File: config.mk
export PLATFORM = sky130hd
export DESIGN_NAME = hpdcache_cfg_ctrl
export DESIGN_NICKNAME = d
export VERILOG_FILES = /design/src/rtl/hpdcache_cfg_pkg.sv /design/src/rtl/hpdcache_cfg_drain_ctrl.sv /design/src/rtl/hpdcache_cfg_ctrl.sv
export SDC_FILE = /design/constraint.sdc
export NUM_CORES = 1
export LEC_CHECK = 0
export CORE_ASPECT_RATIO = 0.6
export CORE_MARGIN = 3
export CORE_UTILIZATION = 43
export CTS_CLUSTER_DIAMETER = 200
export CTS_CLUSTER_SIZE = 16
export DETAILED_ROUTE_END_ITERATION = 8
export PLACE_DENSITY = 0.87
export SETUP_SLACK_MARGIN = 0.02
export SLEW_MARGIN = 20
export SYNTH_ARGS = -nofsm -noshare
export SYNTH_HDL_FRONTEND = slang
export SYNTH_SLANG_ARGS = --single-unit
File: constraint.sdc
create_clock -name clk_i -period 2.3 [get_ports clk_i]
set_input_delay 0.46 -clock clk_i [delete_from_list [all_inputs] [get_ports clk_i]]
set_output_delay 0.46 -clock clk_i [all_outputs]
set_load 0.1 [all_outputs]
File: src/rtl/hpdcache_cfg_pkg.sv
// Shared constants and types for the HPDcache runtime configuration controller.
package hpdcache_cfg_pkg;

  localparam logic [1:0] RegCtrl    = 2'd0;
  localparam logic [1:0] RegWayEn   = 2'd1;
  localparam logic [1:0] RegWbufThr = 2'd2;
  localparam logic [1:0] RegStatus  = 2'd3;

  localparam int unsigned CtrlResetTimecntBit = 0;
  localparam int unsigned CtrlSeqWawBit       = 1;

  localparam int unsigned StatusCntLsb  = 0;
  localparam int unsigned StatusWaysLsb = 8;

  typedef enum logic [1:0] {
    StIdle,
    StDrain,
    StResp
  } cfg_state_e;

endpackage

File: src/rtl/hpdcache_cfg_drain_ctrl.sv
// Drain wait timer: counts cycles spent waiting for the cache to go idle and
// arbitrates idle against timeout (idle wins when both land in the same cycle).
module hpdcache_cfg_drain_ctrl #(
  parameter int unsigned DRAIN_TIMEOUT = 256
) (
  input  logic clk_i,
  input  logic rst_ni,
  input  logic start_i,
  input  logic active_i,
  input  logic cache_idle_i,
  output logic done_o,
  output logic timeout_o
);

  localparam int unsigned TimerW = (DRAIN_TIMEOUT > 1) ? $clog2(DRAIN_TIMEOUT) : 1;
  localparam logic [TimerW-1:0] TimerLast = TimerW'(DRAIN_TIMEOUT - 1);

  logic [TimerW-1:0] timer_q, timer_d;

  // Timer value k-1 in the k-th drain cycle, so the timeout fires on the
  // DRAIN_TIMEOUT-th cycle of waiting.
  always_comb begin
    done_o    = active_i & cache_idle_i;
    timeout_o = active_i & ~cache_idle_i & (timer_q == TimerLast);
    timer_d   = timer_q;
    if (start_i) begin
      timer_d = '0;
    end else if (active_i && !done_o && !timeout_o) begin
      timer_d = timer_q + TimerW'(1);
    end
  end

  always_ff @(posedge clk_i or negedge rst_ni) begin
    if (!rst_ni) begin
      timer_q <= '0;
    end else begin
      timer_q <= timer_d;
    end
  end

endmodule

File: src/rtl/hpdcache_cfg_ctrl.sv
// Software-writable HPDcache configuration registers; way-enable changes are
// applied only once the cache has drained to idle.
module hpdcache_cfg_ctrl
  import hpdcache_cfg_pkg::*;
#(
  parameter int unsigned WAYS               = 4,
  parameter int unsigned WBUF_TIMECNT_WIDTH = 4,
  parameter int unsigned DRAIN_TIMEOUT      = 256,
  parameter int unsigned WBUF_THRESHOLD_RST = 2 ** WBUF_TIMECNT_WIDTH - 1
) (
  input  logic                          clk_i,
  input  logic                          rst_ni,
  input  logic                          cfg_req_valid_i,
  output logic                          cfg_req_ready_o,
  input  logic                          cfg_req_we_i,
  input  logic [1:0]                    cfg_req_addr_i,
  input  logic [31:0]                   cfg_req_wdata_i,
  output logic                          cfg_rsp_valid_o,
  output logic [31:0]                   cfg_rsp_rdata_o,
  output logic                          cfg_rsp_error_o,
  input  logic                          cache_idle_i,
  output logic                          drain_req_o,
  output logic [WAYS-1:0]               cfg_way_en_o,
  output logic [WBUF_TIMECNT_WIDTH-1:0] cfg_wbuf_threshold_o,
  output logic                          cfg_wbuf_reset_timecnt_on_write_o,
  output logic                          cfg_wbuf_sequential_waw_o
);

  cfg_state_e                    state_q, state_d;
  logic [WAYS-1:0]               way_en_q, way_en_d;
  logic [WAYS-1:0]               pending_q, pending_d;
  logic [WBUF_TIMECNT_WIDTH-1:0] thr_q, thr_d;
  logic                          rtw_q, rtw_d;
  logic                          waw_q, waw_d;
  logic [7:0]                    to_cnt_q, to_cnt_d;
  logic [31:0]                   rdata_q, rdata_d;
  logic                          err_q, err_d;
  logic [31:0]                   read_data;
  logic                          drain_start;
  logic                          drain_done;
  logic                          drain_timeout;
  logic                          unused_wdata;

  // Upper write-data bits are architecturally ignored.
  assign unused_wdata = ^cfg_req_wdata_i;

  hpdcache_cfg_drain_ctrl #(
    .DRAIN_TIMEOUT(DRAIN_TIMEOUT)
  ) u_drain_ctrl (
    .clk_i       (clk_i),
    .rst_ni      (rst_ni),
    .start_i     (drain_start),
    .active_i    (state_q == StDrain),
    .cache_idle_i(cache_idle_i),
    .done_o      (drain_done),
    .timeout_o   (drain_timeout)
  );

  always_comb begin
    read_data = '0;
    unique case (cfg_req_addr_i)
      RegCtrl: begin
        read_data[CtrlResetTimecntBit] = rtw_q;
        read_data[CtrlSeqWawBit]       = waw_q;
      end
      RegWayEn:   read_data = 32'(way_en_q);
      RegWbufThr: read_data = 32'(thr_q);
      RegStatus: begin
        read_data[StatusCntLsb +: 8]  = to_cnt_q;
        read_data[StatusWaysLsb +: 8] = 8'(WAYS);
      end
      default: read_data = '0;
    endcase
  end

  always_comb begin
    state_d     = state_q;
    way_en_d    = way_en_q;
    pending_d   = pending_q;
    thr_d       = thr_q;
    rtw_d       = rtw_q;
    waw_d       = waw_q;
    to_cnt_d    = to_cnt_q;
    rdata_d     = '0;
    err_d       = 1'b0;
    drain_start = 1'b0;

    unique case (state_q)
      StIdle: begin
        if (cfg_req_valid_i) begin
          state_d = StResp;
          if (!cfg_req_we_i) begin
            rdata_d = read_data;
          end else begin
            unique case (cfg_req_addr_i)
              RegCtrl: begin
                rtw_d = cfg_req_wdata_i[CtrlResetTimecntBit];
                waw_d = cfg_req_wdata_i[CtrlSeqWawBit];
              end
              RegWayEn: begin
                if (cfg_req_wdata_i[WAYS-1:0] == '0) begin
                  err_d = 1'b1;
                end else begin
                  pending_d   = cfg_req_wdata_i[WAYS-1:0];
                  drain_start = 1'b1;
                  state_d     = StDrain;
                end
              end
              RegWbufThr: thr_d = cfg_req_wdata_i[WBUF_TIMECNT_WIDTH-1:0];
              RegStatus:  err_d = 1'b1;
              default:    err_d = 1'b1;
            endcase
          end
        end
      end
      StDrain: begin
        if (drain_done) begin
          way_en_d = pending_q;
          state_d  = StResp;
        end else if (drain_timeout) begin
          err_d   = 1'b1;
          state_d = StResp;
          if (to_cnt_q != 8'hFF) begin
            to_cnt_d = to_cnt_q + 8'd1;
          end
        end
      end
      StResp:  state_d = StIdle;
      default: state_d = StIdle;
    endcase
  end

  always_ff @(posedge clk_i or negedge rst_ni) begin
    if (!rst_ni) begin
      state_q   <= StIdle;
      way_en_q  <= '1;
      pending_q <= '0;
      thr_q     <= WBUF_TIMECNT_WIDTH'(WBUF_THRESHOLD_RST);
      rtw_q     <= 1'b0;
      waw_q     <= 1'b0;
      to_cnt_q  <= '0;
      rdata_q   <= '0;
      err_q     <= 1'b0;
    end else begin
      state_q   <= state_d;
      way_en_q  <= way_en_d;
      pending_q <= pending_d;
      thr_q     <= thr_d;
      rtw_q     <= rtw_d;
      waw_q     <= waw_d;
      to_cnt_q  <= to_cnt_d;
      rdata_q   <= rdata_d;
      err_q     <= err_d;
    end
  end

  assign cfg_req_ready_o                   = (state_q == StIdle);
  assign cfg_rsp_valid_o                   = (state_q == StResp);
  assign drain_req_o                       = (state_q == StDrain);
  assign cfg_rsp_rdata_o                   = rdata_q;
  assign cfg_rsp_error_o                   = err_q;
  assign cfg_way_en_o                      = way_en_q;
  assign cfg_wbuf_threshold_o              = thr_q;
  assign cfg_wbuf_reset_timecnt_on_write_o = rtw_q;
  assign cfg_wbuf_sequential_waw_o         = waw_q;

endmodule

**Word level (Yosys, flattened, before mapping)**

Index checks and enable logic that the tools add are counted.

- Reduce and logical (&&, ||, !) cells: 14
- $add $sub $neg: 2
- Equality and inequality tests: 9
- Bitwise logic cells: 6
- Muxes and demuxes: 26

Operators with widths:

| cell | number |
|---|---|
| $mux 16 | 3 |
| $pmux 9 s3 | 1 |
| $add 8x1->8 const B | 2 |
| $mux 8 | 2 |
| $mux 2 | 6 |
| $reduce_and 4->1 | 3 |
| $mux 1 | 10 |
| $eq 8x8->1 const B | 1 |
| $ne 8x8->1 const B | 1 |
| $pmux 2 s4 | 1 |
| $eq 2x2->1 const B | 3 |
| $reduce_and 5->1 | 1 |
| $eq 2x1->1 const B | 2 |
| $logic_not 2->1 | 2 |
| $logic_not 4->1 | 1 |
| $pmux 1 s2 | 2 |
| $pmux 2 s2 | 1 |
| $reduce_and 2->1 | 2 |
| $and 1x1->1 | 3 |
| $ne 3x3->1 const B | 1 |
| $not 1->1 | 3 |
| $logic_and 1x1->1 | 2 |
| $logic_not 1->1 | 2 |
| $ne 2x2->1 const B | 1 |
| $reduce_bool 2->1 | 1 |

- Word-level logic and storage cells: 67
- Input bits: 39
- Output and inout bits: 46
- Flip-flop bits (word level): 65

**Logic depth before layout (Yosys ltp)**

- Depth in word-level cells: 7
- Mapped depth: 6
- Mapped depth without buffers: 5

**By module**

From an unflattened synthesis, not the netlist that was laid out.

- Cells, all modules: 184
- Area, all modules: 2149.6 µm²

Modules (own cells, without submodules):

| module | seq. area each (µm²) | times used | cells each | area an instance (µm²) |
|---|---|---|---|---|
| hpdcache_cfg_ctrl | 860.8 | 1 | 141 | 1711.6 |
| hpdcache_cfg_drain_ctrl | 200.2 | 1 | 43 | 437.9 |

**Worst setup path after synthesis**

Ideal clock, no wire load.

- Path kind: register to register
- From: reg state_q[1]
- To: reg pending_q[2]
- Path buffers: 2
- Arrival: 2.758 ns
- Setup time: 0.125 ns
- Slack: -0.583 ns
- Period minus slack after synthesis: 2.883 ns
- Cell stages (with the launch flop): 7
- Data required time: 2.175 ns
- Path through: dfrtp_1 > nor2_1 > and3_1 > and3_1 > buf_6 > buf_6 > mux2_4

- Word-level cells in the longest chain between the ends: 2

Ends and longest elaborated chain:

| item | RTL line | source |
|---|---|---|
| start, declared | hpdcache_cfg_ctrl.sv:29 | `cfg_state_e state_q, state_d;` |
| start signal, assigned | hpdcache_cfg_ctrl.sv:135 | `state_q <= StIdle;` |
| start signal, assigned | hpdcache_cfg_ctrl.sv:145 | `state_q <= state_d;` |
| $logic_not 2->1 | - |  |
| via cfg_req_ready_o | hpdcache_cfg_ctrl.sv:14 | `output logic cfg_req_ready_o,` |
| $reduce_and 5->1 (no source line) | - |  |
| end signal, assigned | hpdcache_cfg_ctrl.sv:147 | `pending_q <= pending_d;` |
| end, declared | hpdcache_cfg_ctrl.sv:31 | `logic [WAYS-1:0] pending_q, pending_d;` |

The timed path passes the listed nets, and every way through them passes these cells.
A chain may end at the register's enable or synchronous reset.

**Worst setup path after layout**

- From: in cfg_req_wdata_i[1]
- To: reg state_q[0]

- Word-level cells in the longest chain between the ends: 6

Ends and longest elaborated chain:

| item | RTL line | source |
|---|---|---|
| start, declared | hpdcache_cfg_ctrl.sv:17 | `input logic [31:0] cfg_req_wdata_i,` |
| $logic_not 4->1 | hpdcache_cfg_ctrl.sv:101 | `if (cfg_req_wdata_i[WAYS-1:0] == '0) begin` |
| $mux 2 | hpdcache_cfg_ctrl.sv:101 |  |
| $mux 2 | hpdcache_cfg_ctrl.sv:95 | `unique case (cfg_req_addr_i)` |
| $mux 2 | hpdcache_cfg_ctrl.sv:92 | `if (!cfg_req_we_i) begin` |
| $mux 2 | hpdcache_cfg_ctrl.sv:90 | `if (cfg_req_valid_i) begin` |
| $pmux 2 s2 | hpdcache_cfg_ctrl.sv:88 | `unique case (state_q)` |

Every way passes these cells. The select of a mux whose other input is x is not followed.

==> impl_metrics.ini <==
[outcome]
status = finished clean

[routing]
via_count = 1467
wl_met3_um = 369
first_pass_iters = 4
ant_nets = 0
drt_iter0_markers = 40
wirelength_mm = 4.37
wl_per_cell_um = 15.1
wl_met1_mm = 1.93
drc_errors = 0
via_per_inst = 5.06
routed-wl-met2_mm = 2.02
top_layer = met4

[yosys]
synth_cell_type_count = 41
synth-seq-cells = 42
ys_warn_count = 0
synthArstFlopShare_pct = 100
yosysSeqAreaShare_pct = 50.8
synth_flop_cell = dfrtp_1
synthCells = 180
synth_edf_count = 0
syn_area_um2 = 2090
avgSynthCellArea_um2 = 11.6

[worst_setup_path]
cp-start-kind = input port
crit_fanout = 7
path_class = input port to flop
crit_required_ns = 2.47
setup.worst_path.end_class = flop
critPathArrivalTime_ns = 2.09
r2r_slack_ns = 0.44

[cts]
ctsHtreeMaxLevel = 2
cts_resized = 0
clockBufferDepth = 2
numClockSinks = 42
cts_tree = yes
hold_buffers = 0
cts_made_buffers = 5
postCtsSetupBuffers = 0
clk_latency_ns = 0.30
clkTransAtPathRegs_ns = 0.08
cts-root-buf = clkbuf_8

[grt]
grt_pass1_vias = 1352
grtUsageTotal_pct = 16.1
gr-total-overflow = 0
grt_max_degree = 24
grt_pass1_wl_mm = 6.84
antenna_found_initial = 0

[sta]
worst_pin_slew_ns = 0.507
layout_min_cycle_time_ns = 1.93
slew_viol_final = 0
tns_ns = 0
whs_ns = 0.124
max_slew_margin_pct = 66.2
rsz0062_at_grt = no
setup_viol = 0
max_freq_ghz = 0.519
finalCritPeriodShare_pct = 83.8
fin_skew_ns = 0.00718
finalHoldViolations = 0

[die]
rows = 18
design.die.area_um2 = 5750
initial_core_util_pct = 47.5
die_y_um = 60.0
die_w_um = 95.9
ios = 85
core_area_um2 = 4390

[cells_and_area]
nNetsFinal = 270
final_cell_mix = buf_4 (35), dfrtp_1 (34), conb_1 (23)
multi_input_area_um2 = 911
fillCellCount = 382
drive_above_1_share_pct = 33.9
ff_latch_area_um2 = 1060
num_antenna_cells = 0
area_delta_synth_final_pct = 21.9
final_common_cell = buf_4

[placement]
dp_hpwl_mm = 3.33
portBuffers = 33
gp_congestion = 0.827

[pwr]
p_per_area_nw_per_um2 = 953
vdd_ir_drop_max_v = 0.000613
p_leak_nw = 1.23

[worst_hold_path]
hp-class = input port to asynchronous set/reset pin

[run]
max_cap_violations = 0
-- per-stage QoR --
stage	power, mW	worst slack (ns)	instance area, µm²	std cells	utilization [%]
floorplan	1.77	0.0170	2180	202	-
global placement	1.93	0.0761	2450	282	55.8
detailed placement	1.94	0.0502	2450	282	55.8
CTS	2.44	0.373	2540	290	57.9
global route	2.52	0.338	2540	290	57.9
finish	2.42	0.373	2540	290	57.9
-- critical path, stage by stage --
cell,delay (ns)
clkdlybuf4s50_1,0.44
or4_1,0.54
and3_1,0.33
buf_12,0.19
nand2b_1,0.13
-- Yosys cell counts (2+ instances only) --
cell type	instances	area [µm²]
nor3_1	6	30.0
dfrtp_1	34	851
mux4_2	2	45.0
nand3_1	7	35.0
a22oi_1	2	15.0
xor2_1	8	70.1
nand2b_1	2	12.5
nand4_1	4	25.0
nand2_1	10	37.5
a21oi_1	3	15.0
nor2_1	10	37.5
dfstp_2	8	210
o211ai_1	2	15.0
and3_1	4	25.0
nor2b_1	5	31.3
o21ai_0	2	10.0
nor3b_1	2	15.0
buf_4	23	173
nand3b_1	2	15.0
buf_6	2	22.5
and2_1	4	25.0
nor4_1	2	12.5
ha_1	2	25.0
mux2_2	17	191
-- state kept, by name, indices dropped and copies added, names as in the netlist --
register and cells:
cfg_rsp_rdata_o 9, cfg_wbuf_reset_timecnt_on_write_o 1, to_cnt_q 8, cfg_rsp_error_o 1, cfg_wbuf_sequential_waw_o 1, cfg_way_en_o 4, state_q 2, cfg_wbuf_threshold_o 4
u_drain_ctrl.timer_q 8, pending_q 4
-- path summary, 6_finish.rpt --
check / startpoint / endpoint / depth (start not counted)
setup / recovery: cfg_req_wdata_i[1] / state_q[0] / 5
hold / removal: rst_ni / to_cnt_q[0] / 1
setup reg to reg: u_drain_ctrl.timer_q[0] / to_cnt_q[6] / 5
hold reg to reg: pending_q[0] / pending_q[0] / 1
max in group asynchronous: rst_ni / cfg_way_en_o[3] / 2
min in group clk_i: pending_q[0] / pending_q[0] / 1
-- cells by family after synthesis --
kind of cell / after synthesis / synth area share [%]
compound gates: 12 / 3.78
xor+xnor: 9 / 3.78
fa+ha+maj: 2 / 1.20
buf+inv: 28 / 9.95
flops: 42 / 50.8
mux: 21 / 12.5
other cells: 1 / 0.180
simple gates: 65 / 17.7
-- metal layers --
layer / up-vias / track usage [%]
li1: 682 / -
met1: 727 / 23.0
met2: 52 / 23.6
met3: 6 / 4.78
met4: 0 / 5.26
met5: - / 0
-- where the power goes --
part           switching, mW  internal (mW)  total [mW]  leakage [nW]
logic                  0.754          0.219       0.974         0.640
clock network          0.251          0.241       0.492        0.0472
registers             0.0882          0.869       0.957         0.544
-- final cells by class --
class / count / area share (%)
timing repair buffer: 47 / 15.6
multi-input combinational: 132 / 35.8
sequential: 42 / 41.7
inverter: 1 / 0.148
clock inverter: 2 / 0.492
clock buffer: 6 / 3.25
tap: 60 / 2.95
Power figures use the tool's default switching activity.
